File: config.mk
export PLATFORM = sky130hd
export DESIGN_NAME = serial_rx8
export DESIGN_NICKNAME = d
export VERILOG_FILES = /design/src/rtl/serial_rx8.sv
export SDC_FILE = /design/constraint.sdc
export NUM_CORES = 1
export LEC_CHECK = 0
export BUFFER_PORTS_ARGS = -buffer_cell sky130_fd_sc_hd__buf_2
export CORE_MARGIN = 5
export CORE_UTILIZATION = 55
export CTS_BUF_LIST = sky130_fd_sc_hd__clkbuf_8 sky130_fd_sc_hd__clkbuf_16
export DETAILED_ROUTE_END_ITERATION = 6
export PLACE_DENSITY = 0.75
export SLEW_MARGIN = 0
export SYNTH_ARGS = -nofsm -noshare
export SYNTH_HDL_FRONTEND = slang
export SYNTH_SLANG_ARGS = --single-unit
export TNS_END_PERCENT = 50
File: constraint.sdc
create_clock -name Clk -period 4.2 [get_ports Clk]
set_input_delay 0.84 -clock Clk [delete_from_list [all_inputs] [get_ports Clk]]
set_output_delay 0.84 -clock Clk [all_outputs]
set_load 0.1 [all_outputs]
File: src/rtl/serial_rx8.sv
// serial_rx8: samples an async serial line and assembles 8-bit frames
//   (start 0, 8 data bits LSB first, optional even parity, stop 1).
// Latency: data_valid / frame_err / parity_err pulse one Clk after the stop-bit mid sample.
// Backpressure: none; every data_valid pulse must be captured by the downstream register.
// Optional even-parity bit is compiled in with `define SERIAL_RX8_PARITY_EN.
module serial_rx8 #(
  parameter int CLKS_PER_BIT = 16
) (
  input  logic       Clk,
  input  logic       Res,
  input  logic       rx_in,
  output logic [7:0] data_out,
  output logic       data_valid,
  output logic       frame_err,
  output logic       parity_err,
  output logic       busy
);

  localparam int TW = $clog2(CLKS_PER_BIT);
  // First wait lands on the middle of the start bit, later waits are one full bit.
  localparam logic [TW-1:0] HALF_M1 = TW'(CLKS_PER_BIT / 2 - 1);
  localparam logic [TW-1:0] FULL_M1 = TW'(CLKS_PER_BIT - 1);

`ifdef SERIAL_RX8_PARITY_EN
  typedef enum logic [2:0] {
    ST_IDLE      = 3'd0,
    ST_START     = 3'd1,
    ST_DATA      = 3'd2,
    ST_PARITY    = 3'd3,
    ST_STOP      = 3'd4,
    ST_WAIT_HIGH = 3'd5
  } state_t;
`else
  typedef enum logic [2:0] {
    ST_IDLE      = 3'd0,
    ST_START     = 3'd1,
    ST_DATA      = 3'd2,
    ST_STOP      = 3'd3,
    ST_WAIT_HIGH = 3'd4
  } state_t;
`endif

  state_t          r_state;
  logic            r_sync1;
  logic            r_sync2;
  logic [TW-1:0]   r_timer;
  logic [2:0]      r_idx;
  logic [7:0]      r_shift;
  logic [7:0]      r_data_out;
  logic            r_data_valid;
  logic            r_frame_err;
  logic            r_busy;
`ifdef SERIAL_RX8_PARITY_EN
  logic            r_par_acc;     // running XOR of data bits
  logic            r_par_bad;     // parity sample disagreed with even parity
  logic            r_parity_err;
`endif

  logic            w_rx_s;
  logic            w_tmr_done;

  // Two-flop synchronizer; resets to the idle-high line level so reset release is not a start edge.
  always_ff @(posedge Clk or posedge Res) begin
    if (Res) begin
      r_sync1 <= 1'b1;
      r_sync2 <= 1'b1;
    end else begin
      r_sync1 <= rx_in;
      r_sync2 <= r_sync1;
    end
  end

  assign w_rx_s     = r_sync2;
  assign w_tmr_done = (r_timer == '0);

  // Receive FSM: bit timing, byte assembly and registered result pulses.
  always_ff @(posedge Clk or posedge Res) begin
    if (Res) begin
      r_state      <= ST_IDLE;
      r_timer      <= '0;
      r_idx        <= '0;
      r_shift      <= '0;
      r_data_out   <= '0;
      r_data_valid <= 1'b0;
      r_frame_err  <= 1'b0;
      r_busy       <= 1'b0;
`ifdef SERIAL_RX8_PARITY_EN
      r_par_acc    <= 1'b0;
      r_par_bad    <= 1'b0;
      r_parity_err <= 1'b0;
`endif
    end else begin
      // Result outputs are single-cycle pulses unless re-asserted below.
      r_data_valid <= 1'b0;
      r_frame_err  <= 1'b0;
`ifdef SERIAL_RX8_PARITY_EN
      r_parity_err <= 1'b0;
`endif
      case (r_state)
        ST_IDLE: begin
          if (!w_rx_s) begin
            r_state <= ST_START;
            r_timer <= HALF_M1;
            r_busy  <= 1'b1;
          end
        end

        ST_START: begin
          if (w_tmr_done) begin
            if (w_rx_s) begin
              // Line went back high before mid start bit: treat as a glitch.
              r_state <= ST_IDLE;
              r_busy  <= 1'b0;
            end else begin
              r_state <= ST_DATA;
              r_idx   <= 3'd0;
              r_timer <= FULL_M1;
`ifdef SERIAL_RX8_PARITY_EN
              r_par_acc <= 1'b0;
              r_par_bad <= 1'b0;
`endif
            end
          end else begin
            r_timer <= r_timer - TW'(1);
          end
        end

        ST_DATA: begin
          if (w_tmr_done) begin
            r_shift[r_idx] <= w_rx_s;
            r_timer        <= FULL_M1;
`ifdef SERIAL_RX8_PARITY_EN
            r_par_acc      <= r_par_acc ^ w_rx_s;
`endif
            if (r_idx == 3'd7) begin
`ifdef SERIAL_RX8_PARITY_EN
              r_state <= ST_PARITY;
`else
              r_state <= ST_STOP;
`endif
            end else begin
              r_idx <= r_idx + 3'd1;
            end
          end else begin
            r_timer <= r_timer - TW'(1);
          end
        end

`ifdef SERIAL_RX8_PARITY_EN
        ST_PARITY: begin
          if (w_tmr_done) begin
            // Even parity: data bits plus parity bit must XOR to zero.
            r_par_bad <= r_par_acc ^ w_rx_s;
            r_state   <= ST_STOP;
            r_timer   <= FULL_M1;
          end else begin
            r_timer <= r_timer - TW'(1);
          end
        end
`endif

        ST_STOP: begin
          if (w_tmr_done) begin
            if (w_rx_s) begin
              r_state <= ST_IDLE;
              r_busy  <= 1'b0;
`ifdef SERIAL_RX8_PARITY_EN
              if (r_par_bad) begin
                r_parity_err <= 1'b1;
              end else begin
                r_data_out   <= r_shift;
                r_data_valid <= 1'b1;
              end
`else
              r_data_out   <= r_shift;
              r_data_valid <= 1'b1;
`endif
            end else begin
              // Bad stop bit wins over parity; hold the last good byte.
              r_frame_err <= 1'b1;
              r_state     <= ST_WAIT_HIGH;
            end
          end else begin
            r_timer <= r_timer - TW'(1);
          end
        end

        ST_WAIT_HIGH: begin
          // A held-low (break) line must return high before a new start is accepted.
          if (w_rx_s) begin
            r_state <= ST_IDLE;
            r_busy  <= 1'b0;
          end
        end

        default: begin
          r_state <= ST_IDLE;
          r_busy  <= 1'b0;
        end
      endcase
    end
  end

  assign data_out   = r_data_out;
  assign data_valid = r_data_valid;
  assign frame_err  = r_frame_err;
  assign busy       = r_busy;
`ifdef SERIAL_RX8_PARITY_EN
  assign parity_err = r_parity_err;
`else
  assign parity_err = 1'b0;
`endif

endmodule

==> impl_metrics.sql <==
INSERT INTO impl_metrics (metric_group, metric, value, unit) VALUES
('run_status', 'status', 'complete, no violations', ''),
('sta', 'skew', '0.004820', 'ns'),
('power_and_ir_drop', 'worst_ir_drop_vdd', '0.0004261', 'V'),
('routing', 'routed_wl', '2581', 'um'),
('layout', 'nNetsFinal', '152', ''),
('routing', 'antenna_violating_nets_post_route', '0', ''),
('routing', 'vias_per_cell', '5.870', ''),
('grt', 'largest_net_degree_at_the_start_of_global_routing', '32', ''),
('routing', 'drtPass1Iterations', '4', ''),
('clock_tree', 'post-cts-setup-buffer-count', '0', ''),
('layout', 'filler_cell_count', '186', ''),
('layout', 'layout_common_cells', 'dfrtp_1 (29), mux2_1 (16), buf_2 (13)', ''),
('sta', 'max_freq', '496.1', 'MHz'),
('routing', 'total_drc_errors_in_the_routed_layout', '0', ''),
('die', 'boundaryPins', '15', ''),
('grt', 'globalRouteTotalUtil', '0.1723', ''),
('power_and_ir_drop', 'swShare', '0.3753', ''),
('power_and_ir_drop', 'clock_share_of_power', '0.250', ''),
('die', 'fp.coreArea', '2500', 'um2'),
('clock_tree', 'cts_hold_repair.buffers', '0', ''),
('layout', 'layout_commonest_cell', 'dfrtp_1', ''),
('grt', 'grt.overflow.total', '0', ''),
('die', 'floorplan.initialDensity', '0.5826', ''),
('clock_tree', 'clkSlewWorstSetupHoldPaths', '0.06', 'ns'),
('power_and_ir_drop', 'p_sw', '0.3502', 'mW'),
('power_and_ir_drop', 'pwr_density_cell', '573.8', 'nW/um2'),
('layout', 'area.growth.synth_to_final', '11.68', '%'),
('die', 'fp-row-count', '18', ''),
('sta', 'setup_tns', '0', 'ns'),
('worst_setup_path', 'worstSetupPathType', 'flop to flop', ''),
('placement', 'dp_hpwl', '1843', 'um'),
('power_and_ir_drop', 'proportion_of_power_drawn_by_flip_flops_and_latches', '0.445', ''),
('power_and_ir_drop', 'cell_internal_pwr', '0.5830', 'mW'),
('clock_tree', 'tritoncts_clock_tree', 'done', ''),
('sta', 'final-hold-violation-count', '0', ''),
('yosys', 'synthTopCellsByArea', 'dfrtp_1 (50%), mux2_1 (12%), dfstp_2 (3.6%)', ''),
('layout', 'antenna_cells_inserted', '0', ''),
('yosys', 'dominant_cell_type_by_area_after_synthesis', 'dfrtp_1', ''),
('yosys', 'synth_cell_type_count', '37', ''),
('sta', 'fin_crit', '2.016', 'ns'),
('routing', 'wire_per_inst', '14.58', 'um'),
('power_and_ir_drop', 'combinational_group_share_of_total_power', '0.305', ''),
('layout', 'share_of_layout_cells_above_drive_strength_1', '0.1769', ''),
('worst_setup_path', 'required_time_of_the_worst_setup_path', '4.36', 'ns'),
('yosys', 'synth_area', '1456', 'um2'),
('worst_hold_path', 'worst_hold_path_type', 'flop to flop', ''),
('yosys', 'synth_top_cell_area_share', '0.4983', ''),
('sta', 'report.final.slew_viol_count', '0', ''),
('worst_setup_path', 'endpoint_kind', 'flop', ''),
('power_and_ir_drop', 'static-leakage-power', '0.8267', 'nW'),
('run', 'cap_viol_max_count', '0', ''),
('die', 'chip_height', '61.46', 'um'),
('routing', 'number_of_drc_markers_in_iteration_0', '33', ''),
('die', 'fp.dieArea', '3777', 'um2'),
('sta', 'worst_slew_pin_slew', '1.095', 'ns'),
('routing', 'dr_total_vias', '1039', ''),
('placement', 'post_place_cells', '169', ''),
('worst_setup_path', 'crit_fanout', '9', ''),
('layout', 'sequential_cell_area', '778.2', 'um2'),
('clock_tree', 'cts-htree-levels', '2', ''),
('clock_tree', 'cts_repair_resize_count', '0', ''),
('clock_tree', 'cts-buffers-inserted', '5', ''),
('grt', 'first_pass_grt_wire_length', '4685', 'um'),
('worst_setup_path', 'timing.critical_path.from_type', 'flop', ''),
('placement', 'finalWeightedCongestion', '0.8977', ''),
('layout', 'layout.core_utilization', '0.6507', ''),
('sta', 'report.final.setup_viol', '0', ''),
('yosys', 'ys_ff_latch', '31', ''),
('layout', 'finalNonFillerCells', '177', ''),
('sta', 'max_slew_margin', '0.2689', ''),
('die', 'die_w', '61.46', 'um');
registers in the layout, indices dropped and copies added (netlist names):
name        flops
busy            1
data_out        8
data_valid      1
frame_err       1
r_idx           3
r_shift         8
r_state         3
r_sync1         1
r_sync2         1
r_timer         4
cell families (layout without fill, tap and decap cells):
family / Yosys count / after routing / share of synthesized area
AOI/OAI and AO/OA: 21 / 21 / 0.09450
adders and majority gates: 4 / 4 / 0.03265
buffers and inverters: 15 / 31 / 0.04210
DFF: 31 / 31 / 0.5344
muxes: 17 / 17 / 0.1314
other: 1 / 1 / 0.002575
and+or+nand+nor: 42 / 42 / 0.1624
synthesized netlist by cell type:
| library cell | n |
|---|---|
| mux2_1 | 16 |
| or3_1 | 3 |
| o21ai_0 | 3 |
| a2bb2oi_1 | 1 |
| conb_1 | 1 |
| nand2_1 | 5 |
| a21oi_1 | 5 |
| nor3b_2 | 2 |
| and3_1 | 2 |
| inv_1 | 10 |
| o22ai_1 | 1 |
| ha_1 | 3 |
| dfrtp_1 | 29 |
| nand2b_1 | 1 |
| nand4bb_1 | 1 |
| o2111ai_1 | 1 |
| nand4_1 | 2 |
| mux2_2 | 1 |
| maj3_1 | 1 |
| nor2b_1 | 1 |
| o21ai_1 | 2 |
| a211oi_1 | 2 |
| buf_4 | 1 |
| nor3_1 | 4 |
| nand3_1 | 4 |
| dfstp_2 | 2 |
| a22o_1 | 2 |
| or2_1 | 1 |
| nor4_1 | 3 |
| o211ai_1 | 2 |
| or3b_4 | 1 |
| a311oi_1 | 1 |
| a22oi_1 | 1 |
| nor2_1 | 11 |
| buf_2 | 1 |
| nand3b_1 | 1 |
| clkbuf_1 | 3 |
final timing paths:
kind / from / to / slack [ns] / depth (start not counted)
max: r_timer[0] / r_shift[3] / 2.18 / 6
min: r_sync1 / r_sync2 / 0.36 / 0
max reg2reg: r_timer[0] / r_shift[3] / 2.18 / 6
min reg2reg: r_sync1 / r_sync2 / 0.36 / 0
max in group asynchronous: Res / r_timer[2] / 2.71 / 2
min in group asynchronous: Res / data_out[4] / 0.83 / 2
through the flow:
stage          setup WS [ns]  total power, mW  cell area [um2]
2_1_floorplan          2.362           0.6450             1456
3_3_place_gp           2.295           0.6859             1535
3_5_place_dp           2.218           0.7014             1535
4_1_cts                2.204           0.9399             1627
5_1_grt                2.015           0.9957             1627
6_report               2.184           0.9333             1627
routing by layer:
| layer | track usage | up-vias | wire (um) |
|---|---|---|---|
| met5 | 0 | - | 0 |
| met4 | 0.1000 | 0 | 63 |
| met3 | 0.04403 | 5 | 133 |
| met2 | 0.2779 | 23 | 1232 |
| met1 | 0.2085 | 516 | 1153 |
| li1 | - | 495 | - |
power by group through the flow:
stage	Combinational, mW	Clock, mW	Sequential, mW
floorplan	0.212	0	0.433
global placement	0.274	0	0.412
detailed placement	0.284	0	0.418
CTS	0.285	0.242	0.413
global route	0.317	0.254	0.425
finish	0.284	0.234	0.415
layout make-up:
class                           instances  share of cell area
Sequential cell                        31              0.4785
Clock buffer                            6             0.05077
Multi-Input combinational cell         85              0.3792
Inverter                               10             0.02308
Clock inverter                          2            0.005385
Timing Repair Buffer                   13             0.04000
Tap cell                               30             0.02308
worst max-delay path, cell delays in order (launching register included):
cell and delay (ns):
dfrtp_1 0.43, inv_1 0.09, ha_1 0.21, nor3b_2 0.48, nand2_1 0.15, nor3_1 0.19
mux2_1 0.34
(Power assumes the default switching activity.)
